$ cat src/rtl/axi4_lite_reg_slave_if.sv
// AXI4-Lite bus bundle shared by the register-bank slave and whatever master drives it.
interface axi4_lite_if;
    logic [31:0] awaddr;
    logic [2:0]  awprot;
    logic        awvalid;
    logic        awready;
    logic [31:0] wdata;
    logic [3:0]  wstrb;
    logic        wvalid;
    logic        wready;
    logic [1:0]  bresp;
    logic        bvalid;
    logic        bready;
    logic [31:0] araddr;
    logic [2:0]  arprot;
    logic        arvalid;
    logic        arready;
    logic [31:0] rdata;
    logic [1:0]  rresp;
    logic        rvalid;
    logic        rready;

    modport master (
        output awaddr, awprot, awvalid, wdata, wstrb, wvalid, bready,
        output araddr, arprot, arvalid, rready,
        input  awready, wready, bresp, bvalid, arready, rdata, rresp, rvalid
    );

    modport slave (
        input  awaddr, awprot, awvalid, wdata, wstrb, wvalid, bready,
        input  araddr, arprot, arvalid, rready,
        output awready, wready, bresp, bvalid, arready, rdata, rresp, rvalid
    );
endinterface

$ cat src/rtl/axi4_lite_reg_slave.sv
// AXI4-Lite register bank: NUM_REGS 32-bit registers; read-only ones return reg_in.
// Misses and writes to read-only registers complete with SLVERR.
module axi4_lite_reg_slave #(
    parameter int unsigned NUM_REGS  = 16,
    parameter logic [31:0] BASE_ADDR = 32'h0000_1000,
    parameter logic [63:0] RO_MASK   = 64'h0
) (
    input  logic                   clk,
    input  logic                   rst,
    axi4_lite_if.slave             bus,
    output logic [NUM_REGS*32-1:0] reg_out,
    input  logic [NUM_REGS*32-1:0] reg_in,
    output logic [NUM_REGS-1:0]    wr_pulse
);
    localparam int unsigned IDX_W = $clog2(NUM_REGS);

    typedef enum logic {W_IDLE, W_RESP} wstate_t;
    typedef enum logic {R_IDLE, R_VALID} rstate_t;

    wstate_t w_state, w_state_next;
    rstate_t r_state, r_state_next;

    logic [NUM_REGS-1:0][31:0] regs_q, regs_d, status;
    logic [NUM_REGS-1:0]       wr_pulse_q, wr_pulse_d;
    logic                      aw_held_q, aw_held_d, w_held_q, w_held_d;
    logic [31:0]               awaddr_q, wdata_q;
    logic [3:0]                wstrb_q;
    logic                      awready_q, awready_d, wready_q, wready_d;
    logic                      arready_q, arready_d;
    logic [1:0]                bresp_q, bresp_d, rresp_q, rresp_d;
    logic [31:0]               rdata_q, rdata_d;

    logic                      aw_hs, w_hs, ar_hs, wr_exec;
    logic [31:0]               wr_addr, wr_data, wr_off, rd_off;
    logic [3:0]                wr_strb;
    logic                      wr_hit, rd_hit;
    logic [IDX_W-1:0]          wr_idx, rd_idx;
    logic                      unused_bits;

    assign status = reg_in;

    assign aw_hs = bus.awvalid && awready_q;
    assign w_hs  = bus.wvalid && wready_q;
    assign ar_hs = bus.arvalid && arready_q;

    // A channel arriving this cycle counts as held, so same-cycle AW+W executes at once.
    assign wr_exec = (w_state == W_IDLE) && (aw_held_q || aw_hs) && (w_held_q || w_hs);
    assign wr_addr = aw_held_q ? awaddr_q : bus.awaddr;
    assign wr_data = w_held_q ? wdata_q : bus.wdata;
    assign wr_strb = w_held_q ? wstrb_q : bus.wstrb;

    assign wr_off = wr_addr - BASE_ADDR;
    assign wr_hit = (wr_addr >= BASE_ADDR) && ({2'b00, wr_off[31:2]} < NUM_REGS);
    assign wr_idx = wr_off[IDX_W+1:2];

    assign rd_off = bus.araddr - BASE_ADDR;
    assign rd_hit = (bus.araddr >= BASE_ADDR) && ({2'b00, rd_off[31:2]} < NUM_REGS);
    assign rd_idx = rd_off[IDX_W+1:2];

    assign unused_bits = ^{bus.awprot, bus.arprot, wr_off[1:0], rd_off[1:0]};

    // State and datapath registers; reset drops any in-flight transaction.
    always_ff @(posedge clk) begin
        if (rst) begin
            w_state    <= W_IDLE;
            r_state    <= R_IDLE;
            regs_q     <= '0;
            wr_pulse_q <= '0;
            aw_held_q  <= 1'b0;
            w_held_q   <= 1'b0;
            awaddr_q   <= '0;
            wdata_q    <= '0;
            wstrb_q    <= '0;
            awready_q  <= 1'b0;
            wready_q   <= 1'b0;
            arready_q  <= 1'b0;
            bresp_q    <= 2'b00;
            rresp_q    <= 2'b00;
            rdata_q    <= '0;
        end else begin
            w_state    <= w_state_next;
            r_state    <= r_state_next;
            regs_q     <= regs_d;
            wr_pulse_q <= wr_pulse_d;
            aw_held_q  <= aw_held_d;
            w_held_q   <= w_held_d;
            awready_q  <= awready_d;
            wready_q   <= wready_d;
            arready_q  <= arready_d;
            bresp_q    <= bresp_d;
            rresp_q    <= rresp_d;
            rdata_q    <= rdata_d;
            if (aw_hs) begin
                awaddr_q <= bus.awaddr;
            end
            if (w_hs) begin
                wdata_q <= bus.wdata;
                wstrb_q <= bus.wstrb;
            end
        end
    end

    // Write FSM next state: collect AW/W, then hold the response until bready.
    always_comb begin
        w_state_next = w_state;
        unique case (w_state)
            W_IDLE:  if (wr_exec) w_state_next = W_RESP;
            W_RESP:  if (bus.bready) w_state_next = W_IDLE;
            default: w_state_next = W_IDLE;
        endcase
    end

    // Write FSM outputs: holding flags, ready registers, register merge and response.
    always_comb begin
        aw_held_d = aw_held_q;
        w_held_d  = w_held_q;
        if (aw_hs) aw_held_d = 1'b1;
        if (w_hs)  w_held_d  = 1'b1;
        if ((w_state == W_RESP) && bus.bready) begin
            aw_held_d = 1'b0;
            w_held_d  = 1'b0;
        end
        awready_d = !aw_held_d && (w_state_next == W_IDLE);
        wready_d  = !w_held_d && (w_state_next == W_IDLE);

        regs_d     = regs_q;
        wr_pulse_d = '0;
        bresp_d    = bresp_q;
        if (wr_exec) begin
            if (wr_hit && !RO_MASK[wr_idx]) begin
                for (int b = 0; b < 4; b++) begin
                    if (wr_strb[b]) regs_d[wr_idx][8*b +: 8] = wr_data[8*b +: 8];
                end
                wr_pulse_d[wr_idx] = 1'b1;
                bresp_d            = 2'b00;
            end else begin
                bresp_d = 2'b10;
            end
        end
    end

    // Read FSM next state: one outstanding read, held until rready.
    always_comb begin
        r_state_next = r_state;
        unique case (r_state)
            R_IDLE:  if (ar_hs) r_state_next = R_VALID;
            R_VALID: if (bus.rready) r_state_next = R_IDLE;
            default: r_state_next = R_IDLE;
        endcase
    end

    // Read FSM outputs: sample data at the handshake (pre-write value on a same-cycle write).
    always_comb begin
        rdata_d = rdata_q;
        rresp_d = rresp_q;
        if (ar_hs) begin
            if (!rd_hit) begin
                rdata_d = '0;
                rresp_d = 2'b10;
            end else begin
                rdata_d = RO_MASK[rd_idx] ? status[rd_idx] : regs_q[rd_idx];
                rresp_d = 2'b00;
            end
        end
        arready_d = (r_state_next == R_IDLE);
    end

    assign bus.awready = awready_q;
    assign bus.wready  = wready_q;
    assign bus.bvalid  = (w_state == W_RESP);
    assign bus.bresp   = bresp_q;
    assign bus.arready = arready_q;
    assign bus.rvalid  = (r_state == R_VALID);
    assign bus.rdata   = rdata_q;
    assign bus.rresp   = rresp_q;
    assign reg_out     = regs_q;
    assign wr_pulse    = wr_pulse_q;
endmodule
$ cat src/flat_wrapper.sv
// flat-port wrapper written by rule: the top's interface ports become plain ports
module axi4_lite_reg_slave_flat 
#(
    parameter int unsigned NUM_REGS  = 16,
    parameter logic [31:0] BASE_ADDR = 32'h0000_1000,
    parameter logic [63:0] RO_MASK   = 64'h0
)
  (clk, rst, reg_out, reg_in, wr_pulse, bus_awaddr, bus_awprot, bus_awvalid, bus_wdata, bus_wstrb, bus_wvalid, bus_bready, bus_araddr, bus_arprot, bus_arvalid, bus_rready, bus_awready, bus_wready, bus_bresp, bus_bvalid, bus_arready, bus_rdata, bus_rresp, bus_rvalid);
  axi4_lite_if bus_i ();
  input  logic clk;
  input  logic rst;
  output logic [NUM_REGS*32-1:0] reg_out;
  input  logic [NUM_REGS*32-1:0] reg_in;
  output logic [NUM_REGS-1:0] wr_pulse;
  input wire logic [$bits(bus_i.awaddr)-1:0] bus_awaddr;
  input wire logic [$bits(bus_i.awprot)-1:0] bus_awprot;
  input wire logic [$bits(bus_i.awvalid)-1:0] bus_awvalid;
  input wire logic [$bits(bus_i.wdata)-1:0] bus_wdata;
  input wire logic [$bits(bus_i.wstrb)-1:0] bus_wstrb;
  input wire logic [$bits(bus_i.wvalid)-1:0] bus_wvalid;
  input wire logic [$bits(bus_i.bready)-1:0] bus_bready;
  input wire logic [$bits(bus_i.araddr)-1:0] bus_araddr;
  input wire logic [$bits(bus_i.arprot)-1:0] bus_arprot;
  input wire logic [$bits(bus_i.arvalid)-1:0] bus_arvalid;
  input wire logic [$bits(bus_i.rready)-1:0] bus_rready;
  output wire logic [$bits(bus_i.awready)-1:0] bus_awready;
  output wire logic [$bits(bus_i.wready)-1:0] bus_wready;
  output wire logic [$bits(bus_i.bresp)-1:0] bus_bresp;
  output wire logic [$bits(bus_i.bvalid)-1:0] bus_bvalid;
  output wire logic [$bits(bus_i.arready)-1:0] bus_arready;
  output wire logic [$bits(bus_i.rdata)-1:0] bus_rdata;
  output wire logic [$bits(bus_i.rresp)-1:0] bus_rresp;
  output wire logic [$bits(bus_i.rvalid)-1:0] bus_rvalid;
  assign bus_i.awaddr = bus_awaddr;
  assign bus_i.awprot = bus_awprot;
  assign bus_i.awvalid = bus_awvalid;
  assign bus_i.wdata = bus_wdata;
  assign bus_i.wstrb = bus_wstrb;
  assign bus_i.wvalid = bus_wvalid;
  assign bus_i.bready = bus_bready;
  assign bus_i.araddr = bus_araddr;
  assign bus_i.arprot = bus_arprot;
  assign bus_i.arvalid = bus_arvalid;
  assign bus_i.rready = bus_rready;
  assign bus_awready = bus_i.awready;
  assign bus_wready = bus_i.wready;
  assign bus_bresp = bus_i.bresp;
  assign bus_bvalid = bus_i.bvalid;
  assign bus_arready = bus_i.arready;
  assign bus_rdata = bus_i.rdata;
  assign bus_rresp = bus_i.rresp;
  assign bus_rvalid = bus_i.rvalid;
  axi4_lite_reg_slave #(.NUM_REGS(NUM_REGS), .BASE_ADDR(BASE_ADDR), .RO_MASK(RO_MASK)) u_core (.clk(clk), .rst(rst), .bus(bus_i), .reg_out(reg_out), .reg_in(reg_in), .wr_pulse(wr_pulse));
endmodule
$ cat config.mk
export PLATFORM = sky130hd
export DESIGN_NAME = axi4_lite_reg_slave_flat
export DESIGN_NICKNAME = d
export VERILOG_FILES = /design/src/rtl/axi4_lite_reg_slave_if.sv /design/src/rtl/axi4_lite_reg_slave.sv /design/src/flat_wrapper.sv
export SDC_FILE = /design/constraint.sdc
export NUM_CORES = 1
export LEC_CHECK = 0
export CELL_PAD_IN_SITES_DETAIL_PLACEMENT = 1
export CELL_PAD_IN_SITES_GLOBAL_PLACEMENT = 1
export CORE_AREA = 2 2 462 464
export DETAILED_ROUTE_END_ITERATION = 12
export DIE_AREA = 0 0 464 466
export DONT_BUFFER_PORTS = 1
export PLACE_DENSITY_LB_ADDON = 0.2
export SLEW_MARGIN = 40
export SYNTH_ARGS = -nofsm -noshare
export SYNTH_HDL_FRONTEND = slang
export SYNTH_SLANG_ARGS = --single-unit
$ cat constraint.sdc
create_clock -name clk -period 2.44 [get_ports clk]
set_input_delay 0.244 -clock clk [delete_from_list [all_inputs] [get_ports clk]]
set_output_delay 0.244 -clock clk [all_outputs]
set_load 0.01 [all_outputs]
[Yosys cells after proc, flatten, opt, wreduce, memory -nomap -nowiden]
Memory sizes are Yosys's and may differ from the RTL's.
Cells that the tools add are included.
Word-level totals
  flip-flop bits (word level): 639
  latch bits: 0
  bits in writable memories: 0
  ROM bits: 32
  output and inout bits: 569
  memories: 2
Cells by class
  $add $sub $neg: 2
  multiply operators: 0
  div/mod/pow operators: 0
  magnitude comparators: 9
  equality and inequality tests: 0
  shift-type cells: 0
  multiplexer cells: 47
  bitwise logic cells: 6
  reductions and logical operators: 19
Memory list
  (name not given): depth 16, width 1, read ports 1, clocked after memory_dff 0, write ports 0, RTL line axi4_lite_reg_slave.sv:130  | if (wr_hit && !RO_MASK[wr_idx]) begin
  (name not given): depth 16, width 1, read ports 1, clocked after memory_dff 0, write ports 0, RTL line axi4_lite_reg_slave.sv:161  | rdata_d = RO_MASK[rd_idx] ? status[rd_idx] : regs_q[rd_idx];
Operators with widths (number)
  two-way mux 512 bit: 10
  bitwise mux 512 bit: 4
  demux 32 bit (select 4 bit): 4
  binary-select mux 32 bit (select 4 bit): 2
  two-way mux 32 bit: 7
  greater-or-equal comparator 32 x 13 -> 1 bit (second input constant): 2
  subtractor 32 x 13 -> 32 bit (second input constant): 2
  < comparator 30 x 5 -> 1 bit (second input constant): 2
  two-way mux 24 bit: 1
  two-way mux 16 bit: 1
  < comparator 4 x 7 -> 1 bit (second input constant): 2
  logical AND 1 bit: 12
  two-way mux 1 bit: 11
  < comparator 4 x 5 -> 1 bit (second input constant): 2
  two-way mux 8 bit: 1
  inverter 1 bit: 6
  demux 1 bit (select 4 bit): 1
  greater-or-equal comparator 4 x 1 -> 1 bit (second input constant): 1
  two-way mux 2 bit: 2
  two-way mux 4 bit: 1
  case mux 1 bit (2 select lines): 2
  zero test 1 bit: 3
  OR reduction 3 bit: 1
  logical OR 1 bit: 2
  AND reduction 2 bit: 1

[Longest topological paths before layout]
Gate-level depths: netlist (run 1).
  word-level depth: 20
  depth in mapped cells: 10
  gate-level depth less buffers: 6

[Worst setup path after synthesis (run 1)]
Ideal clock, no wire load.
  path kind: input -> register
  start point: in bus_araddr[2]
  end point: reg u_core.rdata_q[11] (netlist: u_core.bus.rdata[11])
  setup time: 128 ps
  arrival: 2301 ps
  data required time: 2312 ps
  setup slack: 12 ps
  cell stages on the path: 7
  path buffers: 3
  cell sequence: clkbuf_1 > buf_1 > clkbuf_1 > mux4_2 > mux4_2 > a22oi_1 > nor2_1
Between the ends
  word-level cells in the longest chain between the ends: 5
RTL lines
  start, declared: RTL line flat_wrapper.sv:22  | input wire logic [$bits(bus_i.araddr)-1:0] bus_araddr;
  branches (longest 4 deep; another with subtractor 32 x 13 -> 32 bit)
  two-way mux 32 bit (*): RTL line axi4_lite_reg_slave.sv:157  | if (!rd_hit) begin
  end signal, assigned: RTL line axi4_lite_reg_slave.sv:92  | rdata_q <= rdata_d;
  end, declared: RTL line axi4_lite_reg_slave.sv:31  | logic [31:0] rdata_q, rdata_d;
Mark *: on every way between the ends. The select of a mux whose other input is x is not followed.
A chain may end at the register's enable or synchronous reset.

[Worst setup path in the final report (run 1)]
  start point: reg u_core.aw_held_q
  end point: reg u_core.regs_q, in the netlist u_core.reg_out[289]
Between the ends
  word-level cells in the longest chain between the ends: 20
RTL lines
  start, declared: RTL line axi4_lite_reg_slave.sv:25  | logic aw_held_q, aw_held_d, w_held_q, w_held_d;
  start signal, assigned: RTL line axi4_lite_reg_slave.sv:85  | aw_held_q <= aw_held_d;
  two-way mux 32 bit: RTL line axi4_lite_reg_slave.sv:48  | assign wr_addr = aw_held_q ? awaddr_q : bus.awaddr;
  subtractor 32 x 13 -> 32 bit: RTL line axi4_lite_reg_slave.sv:52  | assign wr_off = wr_addr - BASE_ADDR;
  < comparator 4 x 5 -> 1 bit (implied by the code) / greater-or-equal comparator 4 x 1 -> 1 bit (equally long branches): RTL line axi4_lite_reg_slave.sv:132  | if (wr_strb[b]) regs_d[wr_idx][8*b +: 8] = wr_data[8*b +: 8];
  logical AND 1 bit (implied by the code): RTL line axi4_lite_reg_slave.sv:132
  two-way mux 8 bit (implied by the code): RTL line axi4_lite_reg_slave.sv:132
  demux 32 bit (select 4 bit)
  bitwise mux 512 bit: RTL line axi4_lite_reg_slave.sv:132
  two-way mux 512 bit: RTL line axi4_lite_reg_slave.sv:132
  [... 4 more ...]
  two-way mux 512 bit: RTL line axi4_lite_reg_slave.sv:130
  two-way mux 512 bit: RTL line axi4_lite_reg_slave.sv:129  | if (wr_exec) begin
  bitwise mux 512 bit: RTL line axi4_lite_reg_slave.sv:132
  two-way mux 512 bit: RTL line axi4_lite_reg_slave.sv:132
  two-way mux 512 bit: RTL line axi4_lite_reg_slave.sv:130
  two-way mux 512 bit: RTL line axi4_lite_reg_slave.sv:129
  bitwise mux 512 bit: RTL line axi4_lite_reg_slave.sv:132
  two-way mux 512 bit: RTL line axi4_lite_reg_slave.sv:132
  end signal, assigned: RTL line axi4_lite_reg_slave.sv:83  | regs_q <= regs_d;
  end, declared: RTL line axi4_lite_reg_slave.sv:23  | logic [NUM_REGS-1:0][31:0] regs_q, regs_d, status;
Parallel ways exist; a longest one is shown, timed or not. The select of a mux whose other input is x is not followed.

==> qor.txt, run 1 <==
Total CTS buffers = 88
# IOs = 1,194
Pwr Density = 582 nW/um^2
Largest area contributor in the netlist = dfxtp_1
Buf/Inv on CP = 5
Setup WS pre-CTS = -0.446 ns
Final Hold Fails = 0
Min Tclk post-route = 2.77 ns
Post-synthesis cell area = 30,100 um^2
Cell area after placement = 36,200 um^2
Clock root buffer master = clkbuf_16
Row cnt = 169
Skew-Pair Late Insertion Delay = 0.72 ns
CTS tree = built
Design Area, Final = 45,000 um^2
Filler Cell Count = 23,600
ANT nets after route = 0
Worst setup EP type = register
Startpoint Class = register
Final Non-Filler Cells = 6,185
Largest family of logic cells by synthesized area = multiplexers
Mux contribution to synthesized area = 30.3%
Mapped Cells = 2,604
Crit-path max cell delay = 0.41 ns
DR WL/cell = 27.5 um
Final worst slack = -0.331 ns
Worst Clk Skew = 0.0402 ns
Fmax = 361 MHz
WP data arrival = 3.34 ns
Min Hold Slack = 0.0588 ns
Adder-Cell Fraction of Synth Area = 0%
Die X = 464 um
Slew HR = 42.2%
Instance count on the critical path = 11
Hold crit path type = in2reg
Routed vias/inst = 3.90
Crit-path slowest cell = dfxtp_4
DRT Pass-1 Iters = 5
Gr ovfl total = 0
Top-count cell post-synth = dfxtp_1
Sequential fraction of the synthesis area = 42.2%
Starting Density = 14.3%
Syn Area/Cell = 11.6 um^2
Core footprint = 211,000 um^2
Placed Cells = 5,487
Worst Path Required = 3.00 ns
Primary FF master, synth = dfxtp_1
CTS H-tree depth = 3
Clk sinks = 635
Hold Path Stages = 3
CP max FO = 8
Total power = 26.2 mW
Port bufs = 0
Failing checks = negative setup slack
IR drop worst, VDD = 0.000486 V
Max Cap Viol = 0
Area grow syn2layout = 49.4%
Die area = 216,000 um^2
RSZ-0062 raised after global routing = true
Simple logic cell fraction of the synthesized area = 20.8%
Detailed placement HPWL = 116,000 um
CP most frequent cell = buf_12
Vias post-DR = 24,100
Placer congestion estimate = 0.763
Tot GR Track Use = 15.2%
Cell variety after synth = 51
Initial antenna violation count = 7
Nets@finish = 3,917
Yosys top cell area share = 42.2%
Pleak = 18.7 nW
CP Class = reg2reg
Number of flops mapped to enable cells by yosys = 0
Synth top area cells = dfxtp_1, mux2i_1, mux4_2
YS warnings = 0
Async SR Flop Fraction = 0%
First-pass GRT wire length = 228,000 um
Seq cells post-synth = 635
Final WL = 170,000 um
Post-synth top cells = dfxtp_1, mux2i_1, nand2b_1, clkbuf_1, mux4_2
Final period util = 114%
Die H = 466 um
Measured slew at the worst slew-check pin = 0.867 ns
XOR/XNOR Fraction of Synth Area = 0.0581%
Ratio of cells with drive above 1 in the final layout = 23.0%
Clock Pin Slew Worst Setup and Hold Paths = 0.06 ns
Largest delay contributor family on the critical path = buffers and inverters
Number of global-route vias before repair = 25,500
DR DRC count = 0
R2r worst-path depth = 11
Largest net degree at the start of global routing = 668
Post-synthesis compound-gate area fraction = 2.74%
Final Max Tran Viols = 0
# setup viols final = 529
Outcome = finished, violations left
Clk buf depth = 3
Crit-path cells = buf_12, or3b_4, a222oi_1, xnor2_1, o21ai_4, buf_4, clkbuf_16, buf_12, nand4_4, buf_12, mux2i_1
Initial drt markers = 1,082
[timing repair]
item                                    in CTS  in global routing
endpoints found under the setup margin     529                531
endpoints found under the hold margin      468                 28
gates cloned                                 0                 10
hold buffers                               513                  2
pin swaps                                    2                  6
setup buffers                                4                  4
resized for setup                            6                 55
[final timing paths]
kind                          endpoint  slack [ns]          startpoint
hold reg to reg     u_core.wdata_q[14]        0.46  u_core.wdata_q[14]
setup / recovery   u_core.reg_out[289]       -0.33    u_core.aw_held_q
hold / removal    u_core.bus.rdata[31]        0.06       bus_araddr[4]
setup reg to reg   u_core.reg_out[289]       -0.33    u_core.aw_held_q
[power by group]
part	internal, mW	switching [mW]	total, mW
Clock	7.98	5.58	13.6
Sequential	10.4	0.0570	10.5
Combinational	0.978	1.19	2.16
Total	19.4	6.82	26.2
[layout make-up]
cell class / count / area, um^2 / area share [%]
multi-input cells: 1737 / 16500 / 36.7
flip-flops and latches: 635 / 12700 / 28.2
repair buffers: 824 / 9290 / 20.6
well taps: 2821 / 3530 / 7.84
clock buffers: 126 / 2500 / 5.54
clock inverters: 33 / 445 / 0.989
inverters: 6 / 22.5 / 0.0500
diodes: 3 / 7.51 / 0.0167
[worst register-to-register path, cell delays in order, from the launching register on]
cell and delay, ns:
dfxtp_4 0.41, buf_12 0.13, or3b_4 0.38, a222oi_1 0.39, xnor2_1 0.17, o21ai_4 0.15, buf_4 0.18, clkbuf_16 0.20
buf_12 0.17, nand4_4 0.13, buf_12 0.18, mux2i_1 0.12
[cells by family (layout without fill, tap and decap cells)]
logic type,after synthesis,count (layout)
simple gates,892,892
mux,713,713
flops,635,635
buf+inv,233,989
compound gates,128,128
xor+xnor,2,2
other cells,1,5
[registers in the layout, indices dropped and copies added (netlist names), 4 cells and up]
| register | flops |
|---|---|
| u_core.awaddr_q | 30 |
| u_core.reg_out | 512 |
| u_core.wr_pulse | 16 |
| u_core.wdata_q | 32 |
| u_core.bus.rdata | 32 |
| u_core.wstrb_q | 4 |
[through the flow]
| stage | TNS [ns] | util, % |
|---|---|---|
| floorplan | 0 | - |
| global placement | -181.78 | 17.1 |
| detailed placement | -176.33 | 17.1 |
| CTS | -159.92 | 21.0 |
| global route | -198.12 | 21.3 |
| finish | -133.86 | 21.3 |
[metal layers]
metal  up-vias  track usage, %  part of all wire [%]
met5         -               0                     0
met2       730            25.5                    48
li1      10600               -                     -
met1     12600            17.1                    39
met4         0            4.08                   2.4
met3       162            7.29                    11
[cell usage in the layout (no fill, tap or decap), types with 11 or more instances in the layout]
cell and n:
buf_6 16, nand2b_1 516, buf_12 105, nand2_1 137, clkbuf_16 99, a21oi_1 74, dlygate4sd3_1 512, buf_4 165
mux2i_1 547, nor2_1 45, nor3_1 11, or2_2 32, dfxtp_1 633, clkbuf_1 24, clkbuf_8 13, a22oi_1 32
clkinv_2 12, nand4_4 65, nor2_4 16, mux4_2 160, nor4_1 16, buf_16 12
Note: power is estimated with default switching activity, not from simulation.
==> inputs of run 2 (changes only) <==
==> constraint.sdc (replaced) <==
create_clock -name clk -period 2.44 [get_ports clk]
set_input_delay 0.244 -clock clk [delete_from_list [all_inputs] [get_ports clk]]
set_output_delay 0.244 -clock clk [all_outputs]
set_load 0.1 [all_outputs]
==> run 2 against run 1 <==
The flow still finishes with violations (negative setup slack). Sequential cell count unchanged. Global-route usage up 0.90 points. Power up 2.9%. Die area unchanged. Clock power up 5%. Largest cell class unchanged.
==> qor.txt, run 2 (synthesis results as in run 1) <==
Clk buf depth = 3 (unchanged)
Starting Density = 14.3% (unchanged)
Vias post-DR = 25,500 (was 24,100)
Clk sinks = 635 (unchanged)
Min Tclk post-route = 2.70 ns (was 2.77 ns)
Ratio of cells with drive above 1 in the final layout = 31.9% (was 23.0%)
Final Max Tran Viols = 0 (unchanged)
Max Cap Viol = 0 (unchanged)
Clock root buffer master = clkbuf_16 (unchanged)
Critical R2R Capture = u_core.reg_out[262] (was u_core.reg_out[289])
Skew-Pair Late Insertion Delay = 0.74 ns (was 0.72 ns)
IR drop worst, VDD = 0.000507 V (was 0.000486 V)
R2R setup slack = -0.26 ns (was -0.33 ns)
R2r worst-path depth = 10 (was 11)
CP Class = reg2reg (unchanged)
Measured slew at the worst slew-check pin = 0.862 ns (was 0.867 ns)
Pleak = 21.3 nW (was 18.7 nW)
Row cnt = 169 (unchanged)
Fmax = 371 MHz (was 361 MHz)
Slew HR = 42.4% (was 42.2%)
Final period util = 111% (was 114%)
Worst Path Required = 3.02 ns (was 3.00 ns)
# IOs = 1,194 (unchanged)
Final Hold Fails = 0 (unchanged)
Number of global-route vias before repair = 27,600 (was 25,500)
Port bufs = 0 (unchanged)
CP startpoint = u_core.aw_held_q (unchanged)
Worst r2r src = u_core.aw_held_q (unchanged)
Failing checks = negative setup slack (unchanged)
Final WL = 178,000 um (was 170,000 um)
Die H = 466 um (unchanged)
Hold crit path type = in2reg (unchanged)
Detailed placement HPWL = 121,000 um (was 116,000 um)
Most frequent cells in the layout = buf_4, dfxtp_1, mux2i_1, dlygate4sd3_1, nand2b_1 (was dfxtp_1, mux2i_1, nand2b_1, dlygate4sd3_1, buf_4)
Multi-input gate area in the final layout = 16,400 um^2 (was 16,500 um^2)
Core footprint = 211,000 um^2 (unchanged)
Initial antenna violation count = 8 (was 7)
Routed vias/inst = 3.83 (was 3.90)
Hold EP = u_core.reg_out[186] (was u_core.bus.rdata[31])
Final worst slack = -0.258 ns (was -0.331 ns)
First-pass GRT wire length = 240,000 um (was 228,000 um)
Nets@finish = 4,386 (was 3,917)
RSZ-0062 raised after global routing = true (unchanged)
CP max FO = 17 (was 8)
Setup WS pre-CTS = -0.376 ns (was -0.446 ns)
Die area = 216,000 um^2 (unchanged)
Pwr Density = 556 nW/um^2 (was 582 nW/um^2)
Hold Path Stages = 4 (was 3)
WP data arrival = 3.28 ns (was 3.34 ns)
Commonest non-fill, non-tap cell in the layout = buf_4 (was dfxtp_1)
Placed Cells = 5,940 (was 5,487)
DR DRC count = 0 (unchanged)
Worst setup EP type = register (unchanged)
Largest net degree at the start of global routing = 458 (was 668)
Outcome = finished, violations left (unchanged)
Clock Pin Slew Worst Setup and Hold Paths = 0.06 ns (about the same)
Initial drt markers = 982 (was 1,082)
Startpoint Class = register (unchanged)
ANT nets after route = 0 (unchanged)
CTS H-tree depth = 3 (unchanged)
Total CTS buffers = 91 (was 88)
Max reg flops = 512 (unchanged)
Final Non-Filler Cells = 6,665 (was 6,185)
Placer congestion estimate = 0.773 (was 0.763)
Filler Cell Count = 23,700 (was 23,600)
Die X = 464 um (unchanged)
Tot GR Track Use = 16.1% (was 15.2%)
HP Start = bus_wdata[26] (was bus_araddr[4])
# setup viols final = 526 (was 529)
DRT Pass-1 Iters = 4 (was 5)
CTS tree = built (unchanged)
Gr ovfl total = 0 (unchanged)
Sequential Area = 12,700 um^2 (about the same)
Area grow syn2layout = 61.0% (was 49.4%)
DR WL/cell = 26.7 um (was 27.5 um)
Worst Clk Skew = 0.0369 ns (was 0.0402 ns)
==> run 2: per-stage QoR <==
stage | hold WS (ns) | setup TNS (ns) | total power [mW] | utilization (%) | instance area (um^2)
global route | 0.0459 | -183.03 | 28.1 | 23.0 | 48500
CTS | 0.00585 | -119.76 | 27.5 | 22.9 | 48300
finish | 0.0844 | -100.78 | 27.0 | 23.0 | 48500
detailed placement | 0.363 | -151.53 | 12.5 | 18.7 | 39600
floorplan | 0.380 | 0 | 12.0 | - | 30200
global placement | 0.362 | -175.85 | 12.5 | 18.7 | 39600
==> run 2: final cells by class <==
class,instances,area share [%]
Antenna cell,9,0.0464
Clock buffer,136,5.43
Clock inverter,31,0.990
Inverter,6,0.0464
Multi-Input combinational cell,1737,33.9
Sequential cell,635,26.3
Tap cell,2821,7.27
Timing Repair Buffer,1290,26.1
==> run 2: repair_timing <==
action	in CTS	in global routing
hold buffers	535	0
pin swaps	4	0
setup buffers	8	2
endpoints found under the hold margin	493	0
gates resized for setup	8	4
setup endpoints to repair	529	543
==> run 2: power breakdown <==
part / switching [mW] / internal, mW / leakage, nW
sequential: 0.0491 / 10.4 / 5.13
combinational: 1.28 / 0.968 / 14.6
clock: 5.64 / 8.62 / 1.52
==> run 2: worst max-delay path, cell delays in order, from the launching register on <==
cell      delay, ns
dfxtp_4        0.38
buf_12         0.15
or3b_4         0.39
a222oi_1       0.37
xnor2_1        0.17
o21ai_4        0.19
buf_12         0.23
buf_12         0.20
nand4_4        0.15
buf_12         0.19
mux2i_1        0.11
==> run 2: worst max-delay path by stage <==
stage,end,slack [ns],depth (start not counted)
2_1_floorplan,u_core.bus.rdata[11],0.01,7
3_3_place_gp,u_core.reg_out[260],-0.42,11
3_5_place_dp,u_core.reg_out[254],-0.38,10
4_1_cts,u_core.reg_out[262],-0.31,10
5_1_grt,u_core.reg_out[292],-0.44,10
6_report,u_core.reg_out[262],-0.26,10
==> run 2: routing by layer <==
layer	GRT usage (%)	part of all wire [%]	up-vias
li1	-	-	11600
met1	17.9	39	13000
met2	25.7	46	715
met3	8.96	12	191
met4	5.85	3.6	2
met5	0	0.0039	-
